<file path="config.mk">
export PLATFORM = sky130hd
export DESIGN_NAME = updown_digit_counter
export DESIGN_NICKNAME = d
export VERILOG_FILES = /design/src/rtl/counter_pkg.sv /design/src/rtl/seg7_decoder.sv /design/src/rtl/updown_digit_counter.sv
export SDC_FILE = /design/constraint.sdc
export NUM_CORES = 1
export LEC_CHECK = 0
export ABC_AREA = 1
export CORE_UTILIZATION = 40
export DETAILED_ROUTE_END_ITERATION = 7
export HOLD_SLACK_MARGIN = 0.1
export PLACE_DENSITY_LB_ADDON = 0.08
export SLEW_MARGIN = 15
export SYNTH_ARGS = -nofsm -noshare
export SYNTH_HDL_FRONTEND = slang
export SYNTH_SLANG_ARGS = --single-unit
</file>
<file path="constraint.sdc">
create_clock -name clk_2 -period 3.5 [get_ports clk_2]
set_input_delay 0.35 -clock clk_2 [delete_from_list [all_inputs] [get_ports clk_2]]
set_output_delay 0.35 -clock clk_2 [all_outputs]
set_load 0.005 [all_outputs]
</file>
<file path="src/rtl/counter_pkg.sv">
// Shared digit widths, limits and 7-segment encodings for the up/down digit counter.
package counter_pkg;

    localparam int unsigned DIGIT_W = 4;
    localparam int unsigned BCD_TOP = 9;
    localparam int unsigned HEX_TOP = 15;
    localparam int unsigned SEG_W   = 7;

    typedef logic [DIGIT_W-1:0] digit_t;
    typedef logic [SEG_W-1:0]   segs_t;

    // Display payload as driven onto the board pins: {dp, g, f, e, d, c, b, a}
    typedef struct packed {
        logic  dp;
        segs_t segs;
    } seg_bus_t;

    localparam segs_t SEG_0 = 7'h3F;
    localparam segs_t SEG_1 = 7'h06;
    localparam segs_t SEG_2 = 7'h5B;
    localparam segs_t SEG_3 = 7'h4F;
    localparam segs_t SEG_4 = 7'h66;
    localparam segs_t SEG_5 = 7'h6D;
    localparam segs_t SEG_6 = 7'h7D;
    localparam segs_t SEG_7 = 7'h07;
    localparam segs_t SEG_8 = 7'h7F;
    localparam segs_t SEG_9 = 7'h6F;
    localparam segs_t SEG_A = 7'h77;
    localparam segs_t SEG_B = 7'h7C;
    localparam segs_t SEG_C = 7'h39;
    localparam segs_t SEG_D = 7'h5E;
    localparam segs_t SEG_E = 7'h79;
    localparam segs_t SEG_F = 7'h71;

    function automatic segs_t digit_to_seg(input digit_t d);
        segs_t s;
        case (d)
            4'h0:    s = SEG_0;
            4'h1:    s = SEG_1;
            4'h2:    s = SEG_2;
            4'h3:    s = SEG_3;
            4'h4:    s = SEG_4;
            4'h5:    s = SEG_5;
            4'h6:    s = SEG_6;
            4'h7:    s = SEG_7;
            4'h8:    s = SEG_8;
            4'h9:    s = SEG_9;
            4'hA:    s = SEG_A;
            4'hB:    s = SEG_B;
            4'hC:    s = SEG_C;
            4'hD:    s = SEG_D;
            4'hE:    s = SEG_E;
            default: s = SEG_F;
        endcase
        return s;
    endfunction

endpackage

</file>
<file path="src/rtl/seg7_decoder.sv">
// Combinational hex digit to 7-segment (gfedcba, active-high) decoder.
module seg7_decoder
    import counter_pkg::*;
(
    input  digit_t digit,
    output segs_t  segments_c
);

    assign segments_c = digit_to_seg(digit);

endmodule

</file>
<file path="src/rtl/updown_digit_counter.sv">
// Multi-digit BCD/hex up/down counter with wrap/saturate limits and a
// time-multiplexed 7-segment scan of the current count.
module updown_digit_counter
    import counter_pkg::*;
#(
    parameter int unsigned NDIGITS  = 2,
    parameter int unsigned SCAN_DIV = 4
) (
    input  logic                       clk_2,
    input  logic                       reset,
    input  logic                       en,
    input  logic                       up,
    input  logic                       load,
    input  logic [DIGIT_W*NDIGITS-1:0] data_in,
    input  logic                       bcd_mode,
    input  logic                       saturate,
    output logic [DIGIT_W*NDIGITS-1:0] count,
    output logic                       tc,
    output logic                       wrap,
    output logic [7:0]                 seg,
    output logic [NDIGITS-1:0]         dig_sel
);

    localparam int unsigned CNT_W = DIGIT_W * NDIGITS;
    localparam int unsigned DIV_W = (SCAN_DIV > 1) ? $clog2(SCAN_DIV) : 1;
    localparam int unsigned IDX_W = (NDIGITS > 1) ? $clog2(NDIGITS) : 1;

    digit_t up_d [NDIGITS];
    digit_t dn_d [NDIGITS];
    digit_t ld_d [NDIGITS];

    logic [CNT_W-1:0] up_vec;
    logic [CNT_W-1:0] dn_vec;
    logic [CNT_W-1:0] ld_vec;
    logic [CNT_W-1:0] max_val;
    logic             up_limit;
    logic             dn_limit;

    logic [CNT_W-1:0] count_next;
    logic             wrap_next;

    logic [DIV_W-1:0]   div_q;
    logic [DIV_W-1:0]   div_next;
    logic [IDX_W-1:0]   idx_q;
    logic [IDX_W-1:0]   idx_next;
    logic [NDIGITS-1:0] dig_sel_next;
    seg_bus_t           seg_next;
    digit_t             sel_digit;
    segs_t              sel_segs;

    // Per-digit ripple carry (up) and borrow (down); stale BCD digits >9 act as 9 going up.
    for (genvar i = 0; i < NDIGITS; i++) begin : g_digit
        digit_t cur;
        digit_t eff;
        digit_t top_val;
        digit_t din;
        logic   stale;
        logic   cin;
        logic   bin;
        logic   cout;
        logic   bout;

        assign cur     = count[i*DIGIT_W +: DIGIT_W];
        assign din     = data_in[i*DIGIT_W +: DIGIT_W];
        assign top_val = bcd_mode ? DIGIT_W'(BCD_TOP) : DIGIT_W'(HEX_TOP);
        assign stale   = bcd_mode && (cur > DIGIT_W'(BCD_TOP));
        assign eff     = stale ? DIGIT_W'(BCD_TOP) : cur;

        if (i == 0) begin : g_lsd
            assign cin = 1'b1;
            assign bin = 1'b1;
        end else begin : g_upper
            assign cin = g_digit[i-1].cout;
            assign bin = g_digit[i-1].bout;
        end

        assign cout = cin && (eff == top_val);
        assign bout = bin && (cur == '0);

        assign up_d[i] = !cin ? cur
                       : (eff == top_val) ? '0
                       : eff + DIGIT_W'(1);

        assign dn_d[i] = !bin ? cur
                       : (cur == '0) ? top_val
                       : stale ? DIGIT_W'(BCD_TOP - 1)
                       : cur - DIGIT_W'(1);

        assign ld_d[i] = (bcd_mode && (din > DIGIT_W'(BCD_TOP))) ? DIGIT_W'(BCD_TOP) : din;
    end

    assign up_limit = g_digit[NDIGITS-1].cout;
    assign dn_limit = g_digit[NDIGITS-1].bout;

    // Pack per-digit candidates back into count-wide vectors.
    always_comb begin
        up_vec = '0;
        dn_vec = '0;
        ld_vec = '0;
        for (int i = 0; i < NDIGITS; i++) begin
            up_vec[i*DIGIT_W +: DIGIT_W] = up_d[i];
            dn_vec[i*DIGIT_W +: DIGIT_W] = dn_d[i];
            ld_vec[i*DIGIT_W +: DIGIT_W] = ld_d[i];
        end
    end

    assign max_val = bcd_mode ? {NDIGITS{DIGIT_W'(BCD_TOP)}} : '1;

    assign tc = en && !load && ((up && (count == max_val)) || (!up && (count == '0)));

    // Count next-state: load beats enable; limits either wrap (pulse) or hold.
    always_comb begin
        count_next = count;
        wrap_next  = 1'b0;
        if (load) begin
            count_next = ld_vec;
        end else if (en) begin
            if (up) begin
                if (!(up_limit && saturate)) begin
                    count_next = up_vec;
                    wrap_next  = up_limit;
                end
            end else begin
                if (!(dn_limit && saturate)) begin
                    count_next = dn_vec;
                    wrap_next  = dn_limit;
                end
            end
        end
    end

    // Scan divider and digit index, free-running.
    always_comb begin
        div_next = div_q + DIV_W'(1);
        idx_next = idx_q;
        if (div_q == DIV_W'(SCAN_DIV - 1)) begin
            div_next = '0;
            idx_next = (idx_q == IDX_W'(NDIGITS - 1)) ? '0 : idx_q + IDX_W'(1);
        end
    end

    // Display is built from next-state values so seg always matches count and dig_sel.
    assign sel_digit = count_next[idx_next*DIGIT_W +: DIGIT_W];

    seg7_decoder u_seg7_decoder (
        .digit      (sel_digit),
        .segments_c (sel_segs)
    );

    always_comb begin
        dig_sel_next  = NDIGITS'(1) << idx_next;
        seg_next.dp   = saturate && (idx_next == '0);
        seg_next.segs = sel_segs;
    end

    always_ff @(posedge clk_2 or posedge reset) begin
        if (reset) begin
            count   <= '0;
            wrap    <= 1'b0;
            div_q   <= '0;
            idx_q   <= '0;
            dig_sel <= NDIGITS'(1);
            seg     <= {1'b0, SEG_0};
        end else begin
            count   <= count_next;
            wrap    <= wrap_next;
            div_q   <= div_next;
            idx_q   <= idx_next;
            dig_sel <= dig_sel_next;
            seg     <= seg_next;
        end
    end

endmodule

</file>
==> results.toml, run 1 <==
[run_status]
status = "finished clean"

[route]
ant_nets = 0
vias = 1933
route.detailed.drc = 0
wl_per_cell_um = 13.5
drt_iter0_markers = 140
first_pass_iters = 4
drt-total-wl_um = 5200
viasPerCell = 5.02

[clocking]
post-cts-setup-buffers = 0
cts_sinks = 21
clkLatencyLatePin_ns = 0.27
clkTransAtPathRegs_ns = 0.07
cts_resized = 0
cts_inserted_buffers = 3
hold_buffers = 0
cts-root-buf = "clkbuf_8"
clk_path_buf_depth = 2
cts_tree = "built"
htree_num_levels = 1

[synthesis]
syn_area_per_cell_um2 = 7.28
ys_warn_count = 0
ys_seq_elements = 21
yosysUniqueCellTypes = 36
yosysTopAreaCell = "dfrtp_1"
syn-instance-count = 287
synthTopCellsByArea = "dfrtp_1, nand2_1, ha_1"
yosysSeqAreaShare = 0.256
synth_edf_count = 0
synth_ff_type = "dfrtp_1"
ys_async_sr_fraction = 1.00
syn-cell-area_um2 = 2090
synth_fp_nets = 317
synth_top_cell_area_share = 0.168

[sta]
skew_ns = 0.00218
fin_setup_tns_ns = 0
tightest_slew_ns = 0.778
layout_setup_ws_ns = 0.499
finalCritPeriodShare = 0.858
finalSetupViolCount = 0
fmax_ghz = 0.333
min_period_ns = 3.00
relSlewSlack = 0.481
slew_violations = 0
rsz0062_at_grt = "no"
finalHoldViolations = 0

[power]
p_leak_nw = 1.26
finalPower_mw = 0.879
power_density_nw_per_um2 = 348
ir_drop_v = 0.000161

[final_layout]
area_growth_pct = 20.8
final_nets = 349
finalNonFillerCells = 385
antenna_cells = 0
drive_above_1_share = 0.195
fin_util = 0.517
n_fill_cell = 488

[worst_hold_path]
min_path_type = "reg2reg"

[place]
dp_hpwl_um = 4050
pre_cts_ws_ns = 0.297
io_buffers = 34
finalWeightedCongestion = 0.917
dp_cells = 381

[setup_path]
worstPathRequired_ns = 3.71
crit_fanout = 7
cp_cell_sequence = "inv_1 > ha_1 > nor2_1 > o21bai_4 > nand2_1 > ha_1 > a21oi_1 > nand2_1 > nand3_1 > nand3_1 > nand2_1 > inv_1 > ha_1 > nand3_1 > nand3_1 > nand2_1"
crit_arrival_ns = 3.21
cp-start-kind = "flip-flop"
cp-end-kind = "flip-flop"
path_class = "reg2reg"
slowest_stage = "dfrtp_1"
max_stage_delay_ns = 0.47

[global_route]
grt_max_degree = 22
antenna_found_initial = 0
gr-usage-all-layers = 0.211
grt_pass1_vias = 1876
gr-total-overflow = 0
grt_pass1_wl_um = 9050

[floorplanning]
initial_core_util = 0.428
rows = 25
die_w_um = 74.3
die_y_um = 74.3
dieArea_um2 = 5520
fp.coreArea_um2 = 4880
top_level_ports = 35

[flow_run]
maxCapViolCount = 0
==> critical path: cells and delay by family (launching register included) <==
family / cells / cell delay, ns
AO/OA/AOI/OAI: 2 / 0.34
AND/OR/NAND/NOR: 9 / 0.97
buffers and inverters: 2 / 0.35
flip-flops: 1 / 0.47
adder cells (fa/ha/maj): 3 / 0.81
==> synthesized netlist by cell type (2+ instances only) <==
library cell,count
a21oi_1,11
buf_2,2
buf_4,3
clkbuf_1,3
dfrtp_1,14
dfstp_2,7
ha_1,15
inv_1,20
inv_2,10
nand2_1,82
nand2_2,17
nand2_4,6
nand3_1,37
nand3_2,3
nand3_4,5
nand3b_1,3
nand4_1,2
nor2_1,17
o21ai_0,8
o21ai_1,3
xor2_1,4
==> metal layers <==
metal,GRT usage,part of all wire
met1,0.308,0.50
met4,0.0377,0.0048
met2,0.325,0.42
met3,0.0420,0.080
met5,0,0
==> through the flow <==
stage	area, µm²	hold WS [ns]
after floorplan	2090	0.321
after global placement	2480	0.416
after detailed placement	2480	0.418
after CTS	2520	0.436
after global routing	2520	0.458
final	2520	0.439
==> cell families (layout without fill, tap and decap cells) <==
logic type	count (synthesis)	after routing	share of synthesized area
DFF	21	21	0.256
and+or+nand+nor	175	175	0.440
AOI/OAI and AO/OA	31	31	0.102
adders and majority gates	15	15	0.0898
xor gates and xnor gates	6	6	0.0341
buffers and inverters	39	70	0.0778
==> power breakdown <==
part	internal, mW	switching [mW]	total, mW
Combinational	0.174	0.230	0.405
Sequential	0.282	0.0316	0.313
Clock	0.0795	0.0812	0.161
Total	0.535	0.343	0.879
==> layout make-up <==
| type | count | area [µm²] | area share |
|---|---|---|---|
| repair buffers | 35 | 348 | 0.138 |
| clock inverters | 1 | 5.00 | 0.00198 |
| well taps | 67 | 83.8 | 0.0332 |
| multi-input cells | 227 | 1390 | 0.552 |
| inverters | 31 | 119 | 0.0471 |
| clock buffers | 3 | 41.3 | 0.0164 |
| flip-flops and latches | 21 | 534 | 0.212 |
==> path summary, 6_finish.rpt <==
kind,start,end,slack (ns),cells after the start
max,count[4],seg[3],0.50,16
min,div_q[0],div_q[0],0.44,1
max reg2reg,count[4],seg[3],0.50,16
min reg2reg,div_q[0],div_q[0],0.44,1
max in group asynchronous,reset,div_q[0],2.49,2
min in group asynchronous,reset,count[3],0.53,2
==> sequential cells by signal (all words and copies together), names as in the netlist <==
register	count
div_q	2
seg	8
dig_sel	2
wrap	1
count	8
==> placed cells by master (no fill, tap or decap), types with 2 or more instances in the layout <==
cell type	n
nor2_1	17
nand2_1	82
a21oi_1	11
nand3_2	3
nand4_1	2
inv_2	10
ha_1	15
o21ai_1	3
nand3_4	5
nand2_2	17
xor2_1	4
dfstp_2	7
dfrtp_1	14
nand3_1	37
inv_1	20
clkbuf_8	3
nand3b_1	3
o21ai_0	8
clkdlybuf4s50_1	34
nand2_4	6
(Power assumes the default switching activity.)
==> inputs of run 2 (changes only) <==
Settings changed: CORE_UTILIZATION 40 to 54, PLACE_DENSITY from default to 0.82, PLACE_DENSITY_LB_ADDON 0.08 to default.
==> results.toml, run 2 (same netlist as run 1, synthesis figures left out) <==
[setup_path]
r2r_start = "count[4]"
worstPathRequired_ns = 3.71
cp-start-kind = "flip-flop"
crit_fanout = 7
max_stage_delay_ns = 0.45
slowest_stage = "dfrtp_1"
cp_num_buf_inv = 2
crit_arrival_ns = 3.19
path_delay_family = "simple AND/OR/NAND/NOR gates"
cp-end-kind = "flip-flop"
cp_cell_sequence = "inv_1 > ha_1 > nor2_1 > o21bai_4 > nand2_1 > ha_1 > a21oi_1 > nand2_1 > nand3_1 > nand3_1 > nand2_1 > inv_1 > ha_1 > nand3_1 > nand3_1 > nand2_1"
reg2regPathDepth = 16
path_class = "reg2reg"
r2r_end = "seg[5]"
r2r_slack_ns = 0.51

[sta]
min_period_ns = 2.99
finalCritPeriodShare = 0.853
slew_violations = 0
layout_setup_ws_ns = 0.513
relSlewSlack = 0.493
fin_setup_tns_ns = 0
finalSetupViolCount = 0
fmax_ghz = 0.335
finalHoldViolations = 0
holdWs_ns = 0.439
skew_ns = 0.00182
tightest_slew_ns = 0.760
rsz0062_at_grt = "no"

[clocking]
clk_path_buf_depth = 2
htree_num_levels = 1
cts_sinks = 21
hold_buffers = 0
cts-root-buf = "clkbuf_8"
cts_inserted_buffers = 3
clkTransAtPathRegs_ns = 0.07
post-cts-setup-buffers = 0
cts_resized = 0
clkLatencyLatePin_ns = 0.26
cts_tree = "built"

[power]
p_comb_frac = 0.464
intPower_mw = 0.537
p_leak_nw = 1.25
p_clk_frac = 0.181
seq_power_share = 0.355
power_switching_mw = 0.341
power_density_nw_per_um2 = 351
ir_drop_v = 0.000233
finalPower_mw = 0.877
netSwitchingFraction = 0.388

[global_route]
met3_usage = 0.0429
grt_pass1_vias = 1814
gr-usage-all-layers = 0.262
grt.met1_usage = 0.360
busiest_layer = "met2"
grt_pass1_wl_um = 8340
gr-total-overflow = 0
grt_max_degree = 22
met2_usage = 0.424
antenna_found_initial = 0

[worst_hold_path]
min_from = "div_q[0]"
min_path_cells = 1
min_path_type = "reg2reg"
min_to = "div_q[0]"

[floorplanning]
top_level_ports = 35
fp.coreArea_um2 = 3690
dieArea_um2 = 4120
die_y_um = 64.2
die_w_um = 64.2
rows = 22
initial_core_util = 0.566

[final_layout]
final_nets = 349
n_fill_cell = 342
final_cell_area_um2 = 2500
drive_above_1_share = 0.192
final_common_cell = "nand2_1"
mostFrequentLayoutCells = "nand2_1, nand3_1, clkdlybuf4s50_1"
top_regs = "count: 8 flops, seg: 8 flops"
area_growth_pct = 19.6
antenna_cells = 0

[place]
finalWeightedCongestion = 0.934
dpl_cell_area_um2 = 2450
dp_hpwl_um = 3960
io_buffers = 34
pre_cts_ws_ns = 0.312

[route]
wl_per_cell_um = 13.6
vias = 2029
route.detailed.drc = 0
viasPerCell = 5.54
first_pass_iters = 5
drt-total-wl_um = 4980
drt_iter0_markers = 152
ant_nets = 0

[flow_run]
maxCapViolCount = 0

[run_status]
status = "finished clean"
-- run 2: cell types whose count changed in the layout (fill, tap and decap cells not counted) --
| cell | delta |
|---|---|
| clkbuf_1 | +1 |
| clkinv_2 | -1 |
-- run 2: final cells by class --
cell class              instances  area (µm²)  area share
multi-input cells             227        1390       0.557
flip-flops and latches         21         534       0.214
repair buffers                 35         348       0.139
inverters                      31         119      0.0476
well taps                      48        60.1      0.0240
clock buffers                   4        45.0      0.0180
-- run 2: layer usage --
metal | part of all wire | routed length, µm
met2 | 0.46 | 2300
met3 | 0.072 | 360
met4 | 0.011 | 53
met1 | 0.45 | 2260
met5 | 0 | 0
-- run 2: worst max-delay path by stage --
stage | to | start | slack [ns] | depth (start not counted)
floorplan | seg[4] | count[4] | 1.00 | 16
global placement | seg[5] | bcd_mode | 0.31 | 18
detailed placement | seg[5] | bcd_mode | 0.31 | 15
CTS | seg[5] | count[4] | 0.53 | 16
global route | seg[5] | count[4] | 0.33 | 16
finish | seg[5] | count[4] | 0.51 | 16
-- run 2: metrics by stage --
stage	utilization	cells
detailed placement	0.665	362
CTS	0.677	366
finish	0.677	366
floorplan	-	287
global placement	0.665	362
global route	0.677	366
-- run 2: power by group through the flow --
stage	Combinational [mW]	Sequential [mW]	Clock, mW
after floorplan	0.274	0.310	0
after global placement	0.400	0.317	0
after detailed placement	0.404	0.316	0
after CTS	0.406	0.311	0.162
after global routing	0.454	0.314	0.172
final	0.408	0.311	0.159
